<file path="src/rtl/arcade_input_mapper.sv">
// Maps PS/2 key events and per-player joypads onto registered arcade controls.
// Optional autofire gating on the fire buttons is built when INPUT_AUTOFIRE_EN is defined.
module arcade_input_mapper #(
    parameter int PLAYERS     = 2,
    parameter int COIN_CYCLES = 2400000,
    parameter int AF_HALF     = 1200000
) (
    input  logic                  clk_sys,
    input  logic                  RESET,
    input  logic [10:0]           ps2_key,
    input  logic [16*PLAYERS-1:0] joy,
    input  logic                  rotate,
    input  logic [PLAYERS-1:0]    autofire_en,
    output logic [4*PLAYERS-1:0]  dir,
    output logic [PLAYERS-1:0]    fire,
    output logic [PLAYERS-1:0]    start,
    output logic [PLAYERS-1:0]    skip,
    output logic [PLAYERS-1:0]    coin
);
    localparam int CW = (COIN_CYCLES > 1) ? $clog2(COIN_CYCLES) : 1;

    // Control bit order everywhere matches the pad: right, left, down, up, fire, start, coin, skip.
    logic                         armed;
    logic                         tog_q;
    logic                         key_evt;
    logic [7:0]                   key_p1, key_p2;
    logic [7:0]                   hit_p1, hit_p2;
    logic [PLAYERS-1:0][7:0]      raw;
    logic [4*PLAYERS-1:0]         dir_nxt;
    logic [PLAYERS-1:0]           fire_nxt, start_nxt, skip_nxt, coin_raw;
    logic [PLAYERS-1:0]           coin_req_q;
    logic [PLAYERS-1:0][CW-1:0]   coin_cnt;
    logic [PLAYERS-1:0]           af_mask;
    logic [PLAYERS-1:0]           unused_joy_hi;

    // armed stays low for the first clock after reset so a toggle level held
    // through reset, or a held coin request, is absorbed instead of decoded.
    assign key_evt = armed && (ps2_key[10] != tog_q);

    always_comb begin
        hit_p1 = '0;
        hit_p2 = '0;
        case (ps2_key[7:0])
            8'h75:   hit_p1[3] = 1'b1;
            8'h72:   hit_p1[2] = 1'b1;
            8'h6B:   hit_p1[1] = 1'b1;
            8'h74:   hit_p1[0] = 1'b1;
            default: ;
        endcase
        case (ps2_key[8:0])
            9'h029, 9'h014: hit_p1[4] = 1'b1;
            9'h016:  hit_p1[5] = 1'b1;
            9'h02E:  hit_p1[6] = 1'b1;
            9'h003:  hit_p1[7] = 1'b1;
            9'h02D:  hit_p2[3] = 1'b1;
            9'h02B:  hit_p2[2] = 1'b1;
            9'h023:  hit_p2[1] = 1'b1;
            9'h034:  hit_p2[0] = 1'b1;
            9'h01C:  hit_p2[4] = 1'b1;
            9'h01E:  hit_p2[5] = 1'b1;
            9'h036:  hit_p2[6] = 1'b1;
            9'h01B:  hit_p2[7] = 1'b1;
            default: ;
        endcase
    end

    always_comb begin
        raw           = '0;
        dir_nxt       = '0;
        fire_nxt      = '0;
        start_nxt     = '0;
        skip_nxt      = '0;
        coin_raw      = '0;
        unused_joy_hi = '0;
        for (int p = 0; p < PLAYERS; p++) begin
            raw[p] = joy[16*p +: 8];
            if (p == 0) raw[p] = raw[p] | key_p1;
            if (p == 1) raw[p] = raw[p] | key_p2;
            unused_joy_hi[p] = ^joy[16*p+8 +: 8];
            // Output nibble is {up, down, left, right}.
            if (rotate)
                dir_nxt[4*p +: 4] = {raw[p][1], raw[p][0], raw[p][2], raw[p][3]};
            else
                dir_nxt[4*p +: 4] = {raw[p][3], raw[p][2], raw[p][1], raw[p][0]};
            fire_nxt[p]  = raw[p][4] & ~af_mask[p];
            start_nxt[p] = raw[p][5];
            coin_raw[p]  = raw[p][6];
            skip_nxt[p]  = raw[p][7];
        end
    end

    always_ff @(posedge clk_sys or posedge RESET) begin
        if (RESET) begin
            armed      <= 1'b0;
            tog_q      <= 1'b0;
            key_p1     <= '0;
            key_p2     <= '0;
            dir        <= '0;
            fire       <= '0;
            start      <= '0;
            skip       <= '0;
            coin       <= '0;
            coin_req_q <= '0;
            coin_cnt   <= '0;
        end else begin
            armed <= 1'b1;
            tog_q <= ps2_key[10];
            if (key_evt) begin
                key_p1 <= (key_p1 & ~hit_p1) | (hit_p1 & {8{ps2_key[9]}});
                key_p2 <= (key_p2 & ~hit_p2) | (hit_p2 & {8{ps2_key[9]}});
            end
            dir        <= dir_nxt;
            fire       <= fire_nxt;
            start      <= start_nxt;
            skip       <= skip_nxt;
            coin_req_q <= coin_raw;
            // Pulse is timed by a down-counter; new request edges are ignored while it runs.
            for (int p = 0; p < PLAYERS; p++) begin
                if (coin[p]) begin
                    if (coin_cnt[p] == '0)
                        coin[p] <= 1'b0;
                    else
                        coin_cnt[p] <= coin_cnt[p] - CW'(1);
                end else if (armed && coin_raw[p] && !coin_req_q[p]) begin
                    coin[p]     <= 1'b1;
                    coin_cnt[p] <= CW'(COIN_CYCLES - 1);
                end
            end
        end
    end

`ifdef INPUT_AUTOFIRE_EN
    localparam int AW = (AF_HALF > 1) ? $clog2(AF_HALF) : 1;

    logic [AW-1:0] af_cnt;
    logic          af_phase;

    always_ff @(posedge clk_sys or posedge RESET) begin
        if (RESET) begin
            af_cnt   <= '0;
            af_phase <= 1'b1;
        end else if (af_cnt == AW'(AF_HALF - 1)) begin
            af_cnt   <= '0;
            af_phase <= ~af_phase;
        end else begin
            af_cnt <= af_cnt + AW'(1);
        end
    end

    assign af_mask = autofire_en & {PLAYERS{~af_phase}};
`else
    logic unused_autofire;
    assign unused_autofire = ^autofire_en;
    assign af_mask         = '0;
`endif

endmodule
</file>
<file path="config.mk">
export PLATFORM = sky130hd
export DESIGN_NAME = arcade_input_mapper
export DESIGN_NICKNAME = d
export VERILOG_FILES = /design/src/rtl/arcade_input_mapper.sv
export SDC_FILE = /design/constraint.sdc
export NUM_CORES = 1
export LEC_CHECK = 0
export ABC_AREA = 1
export BUFFER_PORTS_ARGS = -buffer_cell sky130_fd_sc_hd__buf_2
export CAP_MARGIN = 30
export CORE_UTILIZATION = 42
export DETAILED_ROUTE_END_ITERATION = 8
export PLACE_DENSITY = 0.7
export SLEW_MARGIN = 10
export SYNTH_ARGS = -nofsm -noshare
export SYNTH_HDL_FRONTEND = slang
export SYNTH_SLANG_ARGS = --single-unit
</file>
<file path="constraint.sdc">
create_clock -name clk_sys -period 2.5 [get_ports clk_sys]
set_clock_uncertainty 0.15 [all_clocks]
set_input_delay 0.5 -clock clk_sys [delete_from_list [all_inputs] [get_ports clk_sys]]
set_output_delay 0.5 -clock clk_sys [all_outputs]
set_load 0.005 [all_outputs]
</file>
==> impl_metrics.tcl <==
set metrics [dict create \
    via_per_inst 5.156 \
    combinationalPowerShare_pct 21.9 \
    pwr-share-clk_pct 29.5 \
    hold_viol_final 0 \
    cts-root-buf "clkbuf_8" \
    htreeDepth 3 \
    port_buffers 45 \
    holdWs_ns 0.1056 \
    seq_area_frac_synth_pct 44.49 \
    cts_tree "yes" \
    synth_area_leaders "dfrtp_1 44%, nand2_1 12%, nand3_1 8.6%" \
    synth_cells 616 \
    die_area_um2 11130 \
    nets 715 \
    p_int_w 0.002207 \
    setup_ws_ns 0.4069 \
    critical_path.max_fanout 13 \
    num_rows 37 \
    slew_viol_final 0 \
    period_needed_ns 2.093 \
    fmax_mhz 477.8 \
    post_cts_buffers 0 \
    hold_buffers 0 \
    clk_latency_ns 0.36 \
    tightest_slew_ns 0.7296 \
    overflow 0 \
    synthMuxAreaShare_pct 0 \
    fin_setup_tns_ns 0 \
    synth_warnings 0 \
    vdd_drop_max_mv 0.3760 \
    cts_made_buffers 9 \
    wl_um 9908 \
    fillers 1019 \
    rsz0062_at_grt "no" \
    drc_errors 0 \
    end_kind "flop" \
    synth_cell_type_count 33 \
    vias 4156 \
    power_w 0.003330 \
    synth-adder-area-share_pct 0.5562 \
    synth_top_family_by_area "simple AND/OR/NAND/NOR gates" \
    final_cell_mix "149 x nand2_1, 93 x nor2_1, 80 x dfrtp_1" \
    synth-xor-area-share_pct 0.7786 \
    setup_violations 0 \
    power_switching_w 0.001123 \
    grt_max_degree 41 \
    power.leakage_nw 2.428 \
    yosysTopAreaCell "dfrtp_1" \
    die_h_um 105.5 \
    firstDrtPassIters 5 \
    arrival_ns 2.17 \
    swShare_pct 33.72 \
    ys_ff_latch 80 \
    hpwl_um 7435 \
    grt_pass1_wl_um 17030 \
    regArea_um2 2002 \
    fin_crit_sh_pct 83.72 \
    relSlewSlack_pct 51.26 \
    power_frac_seq_pct 48.6 \
    start_util_pct 43.39 \
    async_flop_share_pct 100.0 \
    power.density_nw_per_um2 658.1 \
    cts.path.max_buffers 2 \
    drv_cap 0 \
    synth_edf_count 0 \
    drive_above_1_share_pct 14.93 \
    syn_area_per_cell_um2 7.304 \
    layout_commonest_cell "nand2_1" \
    dpl_cell_area_um2 4853 \
    stdcell_area_um2 5060 \
    fp.dieW_um 105.5 \
    track_usage_pct 18.95 \
    status "complete, no violations" \
    synth.cell_area_um2 4499 \
    critical_path_class "reg2reg" \
    grt_pass1_vias 3903 \
    synth_top_area_share_pct 44.49 \
    holdCritPathClass "in2async" \
    synth_compound_area_share_pct 7.675 \
    antenna_found_initial 0 \
    yosys.area_share.simple_pct 37.68 \
    ys.flop_type "dfrtp_1" \
    gp_congestion 0.9293 \
    coreArea_um2 10370 \
    drt_iter0_drc 244 \
    syn_to_final_growth_pct 12.46 \
    clk_pin_slew_worst_paths_ns 0.09 \
    ant_nets 0 \
    cp-start-kind "flop" \
    cts.sinks 80 \
    ctsResizeCount 0 \
    cp.required_ns 2.58 \
    multi_input_area_um2 2105 \
    drt-wirelength-per-cell_um 12.29 \
    diodes 0 \
    synthesis.nets 666 \
    io_pins 64 \
    pre_cts_ws_ns 0.4004 \
]
==> Yosys cell counts, types with 2 or more instances <==
master    number
o21ai_0       31
xor2_1         4
nand3b_1       2
nand3_1       77
nand2_2        6
nand2_1      149
nand2_4        2
nor2_4         4
nor2_8         2
nor2_1        93
o21ai_2        5
nor2_2         2
ha_1           2
clkbuf_1       5
inv_1         71
dfrtp_1       80
or2_2          8
clkinv_1       2
buf_6          3
buf_8          2
nor4_1         2
nor3_1        15
nand4_1       13
o21ai_1       15
a21oi_1       13
==> cells by family (layout without fill, tap and decap cells) <==
kind of cell / after synthesis / after routing
simple gates: 376 / 376
buf+inv: 88 / 142
flops: 80 / 80
compound gates: 65 / 65
xor+xnor: 4 / 4
fa+ha+maj: 2 / 2
other cells: 1 / 1
==> area by class of cell <==
class                   instances  area share [%]
multi-input cells             448           41.59
inverters                      76           5.959
well taps                     136           3.363
repair buffers                 50           5.440
flip-flops and latches         80           39.56
clock inverters                 6           1.360
clock buffers                  10           2.720
==> per-stage QoR <==
step / std cells / util, %
2_1_floorplan: 616 / -
3_3_place_gp: 790 / 46.80
3_5_place_dp: 790 / 46.80
4_1_cts: 806 / 48.79
5_1_grt: 806 / 48.79
6_report: 806 / 48.79
==> worst paths after layout <==
kind	from	end	slack, ns	depth (start not counted)
worst min register to register	flop	start[1]$_DFF_PP0_	0.33	1
min in group clk_sys	ps2_key[10]	tog_q$_DFF_PP0_	0.13	1
worst min-delay path	RESET	asynchronous set/reset pin	0.11	2
worst max register to register	coin_cnt[22]$_DFFE_PP0P_	coin_cnt[41]$_DFFE_PP0P_	0.41	9
max in group asynchronous	RESET	coin_cnt[42]$_DFFE_PP0P_	1.47	3
worst max-delay path	coin_cnt[22]$_DFFE_PP0P_	coin_cnt[41]$_DFFE_PP0P_	0.41	9
==> per-layer routing <==
layer  global-route usage (%)  vias to the layer above  routed length, µm
li1                         -                     2076                  -
met1                    23.52                     1909               4467
met5                        0                        -                  0
met4                    10.62                        0                263
met3                    4.267                       24                594
met2                    30.55                      147               4583
==> critical path, stage by stage (launching register included) <==
cell and delay (ns):
dfrtp_1 0.36, inv_1 0.10, ha_1 0.32, nand2_2 0.13
nor2_4 0.22, nand3_2 0.14, nand2_4 0.17, nand2_4 0.12
clkinv_4 0.12, o21ai_0 0.12
==> power groups by stage <==
stage / Clock [W] / Combinational (W) / Sequential [W]
after global placement: 0 / 0.000703 / 0.00163
after CTS: 0.00101 / 0.000734 / 0.00162
after floorplan: 0 / 0.000573 / 0.00160
final: 0.000981 / 0.000731 / 0.00162
after global routing: 0.00106 / 0.000831 / 0.00165
after detailed placement: 0 / 0.000731 / 0.00164
Power figures use the tool's default switching activity.
